**config.mk**
```make
export PLATFORM = sky130hd
export DESIGN_NAME = uni2bin_dec
export DESIGN_NICKNAME = d
export VERILOG_FILES = /design/src/rtl/uni2bin_dec.sv
export SDC_FILE = /design/constraint.sdc
export NUM_CORES = 1
export LEC_CHECK = 0
export CAP_MARGIN = 10
export CORE_AREA = 2 2 51 53
export CTS_BUF_LIST = sky130_fd_sc_hd__clkbuf_4 sky130_fd_sc_hd__clkbuf_8
export DETAILED_ROUTE_END_ITERATION = 7
export DIE_AREA = 0 0 53 55
export PLACE_DENSITY = 0.82
export SLEW_MARGIN = 0
export SYNTH_ARGS = -nofsm -noshare
export SYNTH_HDL_FRONTEND = slang
export SYNTH_SLANG_ARGS = --single-unit
```
**constraint.sdc**
```tcl
create_clock -name iClk -period 3.4 [get_ports iClk]
set_input_delay 1.02 -clock iClk [delete_from_list [all_inputs] [get_ports iClk]]
set_output_delay 1.02 -clock iClk [all_outputs]
set_load 0.005 [all_outputs]
```
**src/rtl/uni2bin_dec.sv**
```systemverilog
`default_nettype none
// ============================================================================
//  Module      : uni2bin_dec
//  Description : Unary-to-binary decoder. Counts the 1s of a unary bitstream
//                over a window of 2**BITWIDTH cycles and returns the
//                saturated count through a valid/ready output register.
//  Revision    : 1.0  initial release
// ============================================================================
module uni2bin_dec #(
    parameter int BITWIDTH   = 8,
    parameter bit CONTINUOUS = 1'b0
) (
    input  logic                iClk,
    input  logic                iRst,
    input  logic                iStart,
    input  logic                iBit,
    input  logic                iClr,
    output logic [BITWIDTH-1:0] oData,
    output logic                oValid,
    input  logic                iReady,
    output logic                oBusy,
    output logic                oOvf
);

    // FSM encoding
    localparam logic [0:0] c_IDLE = 1'b0;
    localparam logic [0:0] c_RUN  = 1'b1;

    // Index of the final cycle of a window (WIN-1 is all ones)
    localparam logic [BITWIDTH-1:0] c_LAST_CYCLE = '1;

    logic [0:0]          r_state;
    logic [BITWIDTH-1:0] r_winCnt;
    logic [BITWIDTH:0]   r_acc;
    logic [BITWIDTH-1:0] r_data;
    logic                r_valid;
    logic                r_ovf;

    logic [BITWIDTH:0]   w_accNext;
    logic                w_last;
    logic [BITWIDTH-1:0] w_result;
    logic                w_accept;

    // The accumulator is held at 0 in IDLE, so the starting cycle's bit
    // lands correctly through the same adder used in RUN.
    assign w_accNext = r_acc + (BITWIDTH+1)'(iBit);

    // Cycle 0 happens in IDLE, so the closing cycle is always seen in RUN.
    assign w_last    = (r_state == c_RUN) && (r_winCnt == c_LAST_CYCLE);

    // Only an all-ones window reaches 2**BITWIDTH, which sets the top bit.
    assign w_result  = w_accNext[BITWIDTH] ? '1 : w_accNext[BITWIDTH-1:0];

    assign w_accept  = r_valid && iReady;

    // Window sequencing: state, cycle counter and running count
    always_ff @(posedge iClk) begin
        if (iRst) begin
            r_state  <= c_IDLE;
            r_winCnt <= '0;
            r_acc    <= '0;
        end else if (iClr) begin
            r_state  <= c_IDLE;
            r_winCnt <= '0;
            r_acc    <= '0;
        end else begin
            case (r_state)
                c_IDLE: begin
                    if (iStart) begin
                        r_state  <= c_RUN;
                        r_winCnt <= BITWIDTH'(1);
                        r_acc    <= w_accNext;
                    end
                end
                c_RUN: begin
                    if (w_last) begin
                        r_state  <= CONTINUOUS ? c_RUN : c_IDLE;
                        r_winCnt <= '0;
                        r_acc    <= '0;
                    end else begin
                        r_winCnt <= r_winCnt + BITWIDTH'(1);
                        r_acc    <= w_accNext;
                    end
                end
                default: begin
                    r_state  <= c_IDLE;
                    r_winCnt <= '0;
                    r_acc    <= '0;
                end
            endcase
        end
    end

    // Output register: load on window end unless an unconsumed result blocks it
    always_ff @(posedge iClk) begin
        if (iRst) begin
            r_data  <= '0;
            r_valid <= 1'b0;
            r_ovf   <= 1'b0;
        end else if (iClr) begin
            r_valid <= 1'b0;
            r_ovf   <= 1'b0;
        end else if (w_last) begin
            if (!r_valid || iReady) begin
                r_data  <= w_result;
                r_valid <= 1'b1;
            end else begin
                r_ovf   <= 1'b1;
            end
        end else if (w_accept) begin
            r_valid <= 1'b0;
        end
    end

    assign oData  = r_data;
    assign oValid = r_valid;
    assign oOvf   = r_ovf;
    assign oBusy  = (r_state == c_RUN);

endmodule
`default_nettype wire

```
==> qor.csv, run 1 <==
stage;metric;value;unit
run_status;result of the run;finished clean;
route;average wire length per cell after detail routing;13.9;µm
global_route;wire length of the first global-routing pass;4490;µm
clocking;post-CTS setup-driven buffer insertion count;0;
route;total wirelength of the detailed-routed design;2820;µm
floorplan;initial standard-cell utilization of the core;57.0;%
worst_hold_path;hold depth;2;
timing;least setup slack across all paths after layout;652;ps
timing;shortest clock period the worst path allows after layout;2750;ps
timing;worst clock skew;8.30;ps
finish;Storage cell area;561;µm²
worst_setup_path;kind of end point of the critical path;flop;
power_and_ir_drop;total power;0.527;mW
synthesis;number of flops mapped to enable cells by yosys;0;
finish;Layout Cell Area excl Fill;0.00156;mm²
timing;number of setup violations in the final report;0;
route;Remaining DRCs;0;
floorplan;num ports;17;
global_route;GR Overflow Total;0;
synthesis;flip-flop and latch count after synthesis;28;
global_route;most utilized layer in the global route result;met2;
floorplan;die span in y;55;µm
worst_setup_path;Worst EP required;3630;ps
clocking;maximum level of the CTS H-tree;1;
route;number of search-and-repair iterations in the first detailed-routing pass;4;
timing;max-slew violation count;0;
finish;filler instances;211;
finish;Final Util;66.0;%
global_route;initial antenna violation count;0;
power_and_ir_drop;leakage power total;0.499;nW
timing;final count of hold timing violations;0;
worst_hold_path;terminating pin of the worst hold path;r_acc[0];
timing;unrepaired setup endpoints after global routing;false;
worst_setup_path;launching point of the worst reg2reg path;r_winCnt[0];
synthesis;Mean Syn Cell Area;8.64;µm²
timing;Worst slew margin;50.5;%
clocking;quantity of hold-fixing buffers added after cts;0;
placement;minimum setup slack after placement;348;ps
worst_setup_path;R2R Setup Slk;1340;ps
worst_setup_path;Reg2Reg Capture Point;oData[1];
global_route;met3 track demand over resource;2.42;%
clocking;Root Buffer Master;clkbuf_4;
floorplan;Core Box Area;0.00236;mm²
floorplan;Core Rows;18;
placement;post-detailed-placement half-perimeter wirelength;2070;µm
clocking;number of buffers created by CTS;3;
route;iteration-0 DRC count of the detailed router;34;
global_route;number of global-route vias before repair;1008;
route;Post-DRT Antenna Nets;0;
floorplan;die outline width;53;µm
flow_run;max_cap viols;0;
timing;total negative slack;0;ps
finish;fraction of layout instances using a drive strength above 1;8.72;%
clocking;cts repair resizes;0;
synthesis;Ys Warns;0;
finish;area added between synthesis and finish;15.8;%
timing;slew at the pin closest to its max-slew limit;740;ps
worst_setup_path;Critical Path Fanout Max;8;
global_route;pin count of the biggest net entering global routing;16;
placement;total placed instance area;0.00152;mm²
synthesis;Mapped Area;0.00135;mm²
finish;Final Non-Filler Cells;202;
synthesis;gate count of the mapped netlist;156;
timing;highest clock rate;364;MHz
finish;Inserted Diodes;0;
worst_setup_path;type of the setup path with the least slack;in -> reg;
worst_hold_path;worst min-delay path category;reg -> reg;
synthesis;share of flip-flops with an asynchronous set or reset after synthesis;0;%
synthesis;net count after synthesis;165;
clocking;clock-pin slew on the worst setup and hold paths;150;ps
clocking;buffer levels on the longest clock path;2;
finish;leading cell type in the layout, fill and taps excluded;dfxtp_1;
timing;Hold WS;479;ps
synthesis;primary flip-flop cell chosen by synthesis mapping;dfxtp_1;
finish;Multi-input gate area;732;µm²
worst_setup_path;category of the worst setup path launch point;input pin;
timing;Tcrit/Tclk final;80.8;%
synthesis;part of the Yosys area used for sequential elements;41.6;%
synthesis;largest area contributor in the synthesized netlist;dfxtp_1;
clocking;clock tree from TritonCTS;done;
finish;leading cell types in the layout, fill and taps excluded;dfxtp_1, nor2_1, clkdlybuf4s50_1;
global_route;GRT Overall Usage;20.9;%
worst_setup_path;worst-case reg-to-reg path depth;5;
global_route;Global Route met2 Usage;38.5;%
route;number of vias per cell after detailed routing;6.03;
power_and_ir_drop;power per cell area;338;mW/mm²
finish;final net count;182;
synthesis;area share of the largest cell type after synthesis;41.6;%
placement;Final GP Congestion;0.851;
global_route;global routing met1 resource utilization;26.2;%
synthesis;Area contributors post-synth;dfxtp_1, nor2_1, a211oi_1;
placement;number of buffers added on ports;16;
placement;dpl cells;198;
worst_hold_path;beginning of the worst hold path;r_acc[0];
power_and_ir_drop;highest ir drop seen on vdd;215;µV
floorplan;overall die area;0.00292;mm²
synthesis;post-synthesis cell type count;42;
clocking;clk sink count;28;
route;vias after detailed routing;1218;
worst_setup_path;arrival time reported for the critical path endpoint;2980;ps
clocking;Clock Latency Late Sink;320;ps
[Yosys cell counts, types with 2 or more instances]
master    instances
a211oi_1          8
a21oi_1          10
a31oi_1           3
a32o_1            2
buf_2             2
clkbuf_1          2
dfxtp_1          28
ha_1              3
inv_1             5
nand2_1          14
nand2b_1          2
nand3_1           8
nand4_1           3
nor2_1           21
o21ai_0           5
o22ai_1           4
o31ai_1           2
or2_2             2
or3_1             4
xnor2_1           4
xor2_1            3
[where the power goes]
group / total [mW] / leakage [nW] / switching (mW) / internal (mW)
Combinational: 0.0318 / 0.252 / 0.0196 / 0.0122
Sequential: 0.333 / 0.226 / 0.00300 / 0.330
Clock: 0.162 / 0.0210 / 0.0971 / 0.0654
Total: 0.527 / 0.499 / 0.120 / 0.408
[worst max-delay path by stage]
| stage | slack (ps) | from | endpoint | depth (start not counted) |
|---|---|---|---|---|
| 6_report | 650 | iBit | oData[1] | 7 |
| 5_1_grt | 580 | iBit | oData[1] | 7 |
| 4_1_cts | 670 | iBit | oData[1] | 7 |
| 3_5_place_dp | 350 | iBit | oData[1] | 7 |
| 3_3_place_gp | 470 | iBit | r_acc[6] | 7 |
| 2_1_floorplan | 1030 | iBit | r_acc[6] | 6 |
[critical path, cell delays in order]
cell	delay, ps
clkdlybuf4s50_1	460
ha_1	190
ha_1	260
nand3_2	160
nor3_1	290
and3b_1	300
a211oi_1	290
[layer usage]
metal / up-vias / wire [µm]
li1: 606 / -
met1: 576 / 1260
met2: 34 / 1400
met3: 2 / 138
met4: 0 / 19
met5: - / 0
[cell families after synthesis]
group	Yosys count	synth area share, %
compound gates	41	20.7
xor+xnor	7	4.55
fa+ha+maj	3	2.79
buf+inv	11	4.09
flops	28	41.6
mux	1	0.836
simple gates	65	25.4
[state kept, by name (all words and copies together), names as in the netlist]
name      flops
oBusy         1
r_winCnt      8
oOvf          1
oData         8
r_acc         9
oValid        1
[cell type report]
| type | count | share of cell area [%] |
|---|---|---|
| clock buffer | 4 | 2.33 |
| inverter | 5 | 1.20 |
| multi-input combinational | 117 | 46.9 |
| sequential | 28 | 35.9 |
| tap | 30 | 2.41 |
| timing repair buffer | 18 | 11.2 |
Note: power is estimated with default switching activity, not from simulation.
==> inputs of run 2 (changes only) <==
CORE_AREA = 2 2 53 55   (was 2 2 51 53)
DIE_AREA = 0 0 55 57   (was 0 0 53 55)
PLACE_DENSITY = 0.77   (was 0.82)
clock period = 2.6 ns   (was 3.4 ns; I/O delays follow)
==> qor.csv, run 2 (synthesis results as in run 1) <==
stage;metric;value;unit;change
floorplan;num ports;17;;unchanged
placement;post-detailed-placement half-perimeter wirelength;2290;µm;+11%
global_route;number of global-route vias before repair;1216;;+21%
placement;dpl cells;207;;+4.5%
timing;final count of hold timing violations;0;;unchanged
global_route;wire length of the first global-routing pass;5060;µm;+13%
finish;fraction of layout instances using a drive strength above 1;12.3;%;+3.6 points
worst_setup_path;Reg2Reg Capture Point;oData[5];;
clocking;clk sink count;28;;unchanged
global_route;GRT Overall Usage;21.5;%;+0.57 points
route;iteration-0 DRC count of the detailed router;31;;-8.8%
finish;top register by number of flip-flops;r_acc;;
finish;Inserted Diodes;0;;unchanged
clocking;number of buffers created by CTS;3;;unchanged
floorplan;die outline width;55;µm;+3.8%
flow_run;max_cap viols;0;;unchanged
power_and_ir_drop;highest ir drop seen on vdd;284;µV;+32%
timing;number of setup violations in the final report;0;;unchanged
run_status;result of the run;finished clean;;
worst_setup_path;kind of end point of the critical path;flop;;
placement;number of buffers added on ports;16;;unchanged
clocking;post-CTS setup-driven buffer insertion count;0;;unchanged
worst_setup_path;worst-case reg-to-reg path depth;5;;unchanged
timing;max-slew violation count;0;;unchanged
floorplan;Core Rows;19;;+1
worst_hold_path;hold depth;2;;unchanged
floorplan;die span in y;57;µm;+3.6%
global_route;initial antenna violation count;0;;unchanged
worst_setup_path;Critical Path Fanout Max;5;;-3
worst_setup_path;type of the setup path with the least slack;in -> reg;;
worst_hold_path;beginning of the worst hold path;oOvf;;
route;vias after detailed routing;1237;;+1.6%
clocking;Root Buffer Master;clkbuf_4;;
clocking;cts repair resizes;0;;unchanged
timing;unrepaired setup endpoints after global routing;false;;
timing;highest clock rate;442;MHz;
finish;area added between synthesis and finish;19.3;%;
worst_setup_path;R2R Setup Slk;840;ps;-500 ps
route;Remaining DRCs;0;;unchanged
floorplan;overall die area;0.00314;mm²;+7.5%
finish;Final Non-Filler Cells;210;;+4.0%
global_route;GR Overflow Total;0;;unchanged
finish;leading cell type in the layout, fill and taps excluded;dfxtp_1;;
worst_hold_path;terminating pin of the worst hold path;oOvf;;
worst_setup_path;arrival time reported for the critical path endpoint;2520;ps;-460 ps
timing;slew at the pin closest to its max-slew limit;536;ps;-204 ps
route;number of search-and-repair iterations in the first detailed-routing pass;4;;unchanged
clocking;buffer levels on the longest clock path;2;;unchanged
finish;filler instances;244;;+16%
route;total wirelength of the detailed-routed design;2960;µm;+5.0%
worst_setup_path;category of the worst setup path launch point;input pin;;
clocking;clock-pin slew on the worst setup and hold paths;140;ps;about the same
clocking;maximum level of the CTS H-tree;1;;unchanged
timing;shortest clock period the worst path allows after layout;2260;ps;
power_and_ir_drop;leakage power total;0.532;nW;+6.6%
worst_hold_path;worst min-delay path category;reg -> reg;;
route;number of vias per cell after detailed routing;5.89;;-2.3%
floorplan;Core Box Area;0.00262;mm²;+11%
timing;total negative slack;0;ps;unchanged
timing;worst clock skew;1.34;ps;-6.96 ps
route;Post-DRT Antenna Nets;0;;unchanged
power_and_ir_drop;power per cell area;407;mW/mm²;+20%
clocking;quantity of hold-fixing buffers added after cts;0;;unchanged
finish;Layout Cell Area excl Fill;0.00161;mm²;+3.0%
clocking;Clock Latency Late Sink;320;ps;about the same
worst_setup_path;Worst EP required;2850;ps;-780 ps
worst_setup_path;launching point of the worst reg2reg path;r_winCnt[0];;
finish;final net count;190;;+4.4%
floorplan;initial standard-cell utilization of the core;51.5;%;-5.5 points
clocking;clock tree from TritonCTS;done;;
global_route;pin count of the biggest net entering global routing;15;;-1
route;average wire length per cell after detail routing;14.1;µm;+1.0%
finish;flip-flop count of the largest register after layout;9;;unchanged
timing;Worst slew margin;64.1;%;+14 points
finish;leading cell types in the layout, fill and taps excluded;dfxtp_1, nor2_1, clkdlybuf4s50_1;;
placement;total placed instance area;0.00159;mm²;+4.0%
timing;Tcrit/Tclk final;87.1;%;
placement;Final GP Congestion;0.861;;+1.2%
timing;Hold WS;483;ps;+4.01 ps
## run 2: changes by cell type in the layout (fill, tap and decap cells not counted), sizes merged
cell    change
clkbuf      -1
buf         +8
## run 2: critical path: stages
cell	delay, ps
clkdlybuf4s50_1	460
ha_1	160
ha_1	190
nand3_2	120
or2_2	340
or3_1	310
o22ai_1	150
## run 2: layout make-up
| class | instances | area (µm²) | share of cell area, % |
|---|---|---|---|
| Clock buffer | 3 | 22.5 | 1.40 |
| Inverter | 5 | 18.8 | 1.17 |
| Multi-Input combinational cell | 117 | 732 | 45.5 |
| Sequential cell | 28 | 561 | 34.9 |
| Tap cell | 31 | 38.8 | 2.41 |
| Timing Repair Buffer | 26 | 235 | 14.6 |
## run 2: worst max path at each step
| stage | cells past startpoint | end | start | slack, ps |
|---|---|---|---|---|
| after global routing | 7 | oData[7] | iBit | 220 |
| after detailed placement | 7 | oData[0] | iBit | 10 |
| final | 7 | r_acc[6] | iBit | 340 |
| after floorplan | 6 | r_acc[6] | iBit | 470 |
| after CTS | 7 | oData[0] | iBit | 350 |
| after global placement | 7 | r_acc[6] | iBit | 30 |
## run 2: stage by stage
stage	util [%]	worst slack, ps	power, mW
4_1_cts	61.5	353	0.664
3_5_place_dp	60.6	10.7	0.490
3_3_place_gp	60.6	33.3	0.489
5_1_grt	61.5	216	0.686
2_1_floorplan	-	466	0.468
6_report	61.5	335	0.654
## run 2: power by group
group	total (mW)	switching, mW	internal [mW]	leakage [nW]
combinational	0.0457	0.0263	0.0193	0.292
clock	0.173	0.119	0.0543	0.0138
sequential	0.435	0.00380	0.432	0.226
total	0.654	0.149	0.505	0.532
## run 2: routing by layer
layer / wire, µm / global-route usage (%)
met1: 1220 / 27.4
met2: 1570 / 35.9
met3: 127 / 2.36
met4: 31 / 9.41
met5: 0 / 0
==> inputs of run 3 (changes only) <==
CTS_BUF_LIST = sky130_fd_sc_hd__clkbuf_8   (was sky130_fd_sc_hd__clkbuf_4 sky130_fd_sc_hd__clkbuf_8)
==> qor.csv, run 3 (synthesis results as in run 1) <==
stage;metric;value;unit;change
floorplan;Core Rows;19;;unchanged
clocking;clock tree from TritonCTS;done;;
timing;total negative slack;0;ps;unchanged
worst_setup_path;R2R Setup Slk;850;ps;about the same
power_and_ir_drop;fraction of power spent switching nets;21.8;%;-0.97 points
clocking;post-CTS setup-driven buffer insertion count;0;;unchanged
finish;fraction of layout instances using a drive strength above 1;12.3;%;unchanged
timing;worst clock skew;1.27;ps;-0.0699 ps
global_route;pin count of the biggest net entering global routing;15;;unchanged
timing;highest clock rate;431;MHz;-2.5%
timing;unrepaired setup endpoints after global routing;false;;
power_and_ir_drop;leakage power total;0.540;nW;+1.5%
global_route;initial antenna violation count;0;;unchanged
floorplan;Core Box Area;0.00262;mm²;unchanged
clocking;cts repair resizes;0;;unchanged
route;vias after detailed routing;1233;;-0.32%
global_route;wire length of the first global-routing pass;5090;µm;+0.41%
finish;leading cell types in the layout, fill and taps excluded;dfxtp_1, nor2_1, clkdlybuf4s50_1;;
finish;Inserted Diodes;0;;unchanged
timing;Tcrit/Tclk final;89.3;%;+2.2 points
global_route;GRT Overall Usage;21.5;%;about the same
power_and_ir_drop;highest ir drop seen on vdd;300;µV;+5.6%
timing;Worst slew margin;64.1;%;about the same
placement;post-detailed-placement half-perimeter wirelength;2290;µm;unchanged
floorplan;initial standard-cell utilization of the core;51.5;%;unchanged
finish;area added between synthesis and finish;20.7;%;
finish;flip-flop count of the largest register after layout;9;;unchanged
global_route;GR Overflow Total;0;;unchanged
floorplan;die outline width;55;µm;unchanged
clocking;quantity of hold-fixing buffers added after cts;0;;unchanged
power_and_ir_drop;share of total power in combinational logic;6.4;%;-0.6 points
placement;Final GP Congestion;0.861;;unchanged
flow_run;max_cap viols;0;;unchanged
route;total wirelength of the detailed-routed design;2980;µm;+0.64%
route;Post-DRT Antenna Nets;0;;unchanged
clocking;number of buffers created by CTS;3;;unchanged
floorplan;overall die area;0.00314;mm²;unchanged
worst_setup_path;kind of end point of the critical path;flop;;
run_status;result of the run;finished clean;;
worst_setup_path;category of the worst setup path launch point;input pin;;
placement;minimum setup slack after placement;10.7;ps;unchanged
worst_setup_path;Worst EP required;2800;ps;-50 ps
worst_setup_path;Critical Path Fanout Max;5;;unchanged
power_and_ir_drop;power per cell area;435;mW/mm²;+7.1%
timing;shortest clock period the worst path allows after layout;2320;ps;+57.3 ps
clocking;clock-pin slew on the worst setup and hold paths;90;ps;-50 ps
timing;slew at the pin closest to its max-slew limit;536;ps;-0.410 ps
power_and_ir_drop;part of the power in the clock network;32.2;%;+5.8 points
worst_setup_path;type of the setup path with the least slack;in -> reg;;
finish;leading cell type in the layout, fill and taps excluded;dfxtp_1;;
route;average wire length per cell after detail routing;14.2;µm;+0.64%
power_and_ir_drop;internal power contribution;0.554;mW;+9.7%
route;iteration-0 DRC count of the detailed router;33;;+6.5%
clocking;Clock Latency Late Sink;270;ps;-50 ps
route;number of vias per cell after detailed routing;5.87;;-0.32%
floorplan;num ports;17;;unchanged
global_route;number of global-route vias before repair;1202;;-1.2%
placement;number of buffers added on ports;16;;unchanged
finish;final net count;190;;unchanged
route;Remaining DRCs;0;;unchanged
power_and_ir_drop;part of the total power dissipated in sequential elements;61.4;%;-5.2 points
finish;top register by number of flip-flops;r_acc;;
worst_setup_path;arrival time reported for the critical path endpoint;2520;ps;about the same
worst_hold_path;worst min-delay path category;reg -> reg;;
clocking;clk sink count;28;;unchanged
timing;number of setup violations in the final report;0;;unchanged
route;number of search-and-repair iterations in the first detailed-routing pass;4;;unchanged
timing;least setup slack across all paths after layout;278;ps;-57.3 ps
power_and_ir_drop;NetSw;0.154;mW;+3.7%
clocking;maximum level of the CTS H-tree;1;;unchanged
timing;max-slew violation count;0;;unchanged
clocking;buffer levels on the longest clock path;2;;unchanged
clocking;Root Buffer Master;clkbuf_8;;
floorplan;die span in y;57;µm;unchanged
timing;final count of hold timing violations;0;;unchanged
-- run 3: cell counts in the layout (fill, tap and decap cells not counted) --
No cell type changed its count.
-- run 3: worst paths after layout --
kind	start	end	cells after the start
max reg2reg	r_winCnt[0]	oData[5]	5
min	oOvf	oOvf	2
max	iBit	r_acc[6]	7
min reg2reg	oOvf	oOvf	2
-- run 3: stage by stage --
step / total power [mW] / area (µm²) / instances / hold WS (ps) / utilization, %
2_1_floorplan: 0.468 / 1350 / 156 / 436 / -
3_3_place_gp: 0.489 / 1590 / 207 / 451 / 60.6
3_5_place_dp: 0.490 / 1590 / 207 / 457 / 60.6
4_1_cts: 0.718 / 1630 / 210 / 480 / 62.2
5_1_grt: 0.742 / 1630 / 210 / 519 / 62.2
6_report: 0.708 / 1630 / 210 / 472 / 62.2
-- run 3: power by group through the flow --
stage / registers (mW) / logic, mW / clock network [mW]
finish: 0.435 / 0.0455 / 0.228
global route: 0.435 / 0.0500 / 0.256
CTS: 0.435 / 0.0454 / 0.238
detailed placement: 0.445 / 0.0452 / 0
global placement: 0.445 / 0.0444 / 0
floorplan: 0.443 / 0.0252 / 0
-- run 3: layer usage --
metal | up-vias | share of wire (%) | wire length [µm] | global-route usage (%)
met5 | - | 0 | 0 | 0
met4 | 0 | 1.4 | 42 | 8.01
met3 | 6 | 4.9 | 146 | 2.36
met2 | 37 | 51 | 1510 | 36.1
met1 | 571 | 43 | 1280 | 27.9
li1 | 619 | - | - | -
-- run 3: layout make-up --
class	count	area [µm²]
fillers	240	988
multi-input cells	117	732
flip-flops and latches	28	561
repair buffers	26	235
clock buffers	3	41.3
well taps	31	38.8
inverters	5	18.8
-- run 3: worst max-delay path, stage by stage --
cell and delay (ps):
clkdlybuf4s50_1 460, ha_1 160, ha_1 190, nand3_2 120, or2_2 350, or3_1 310
o22ai_1 150
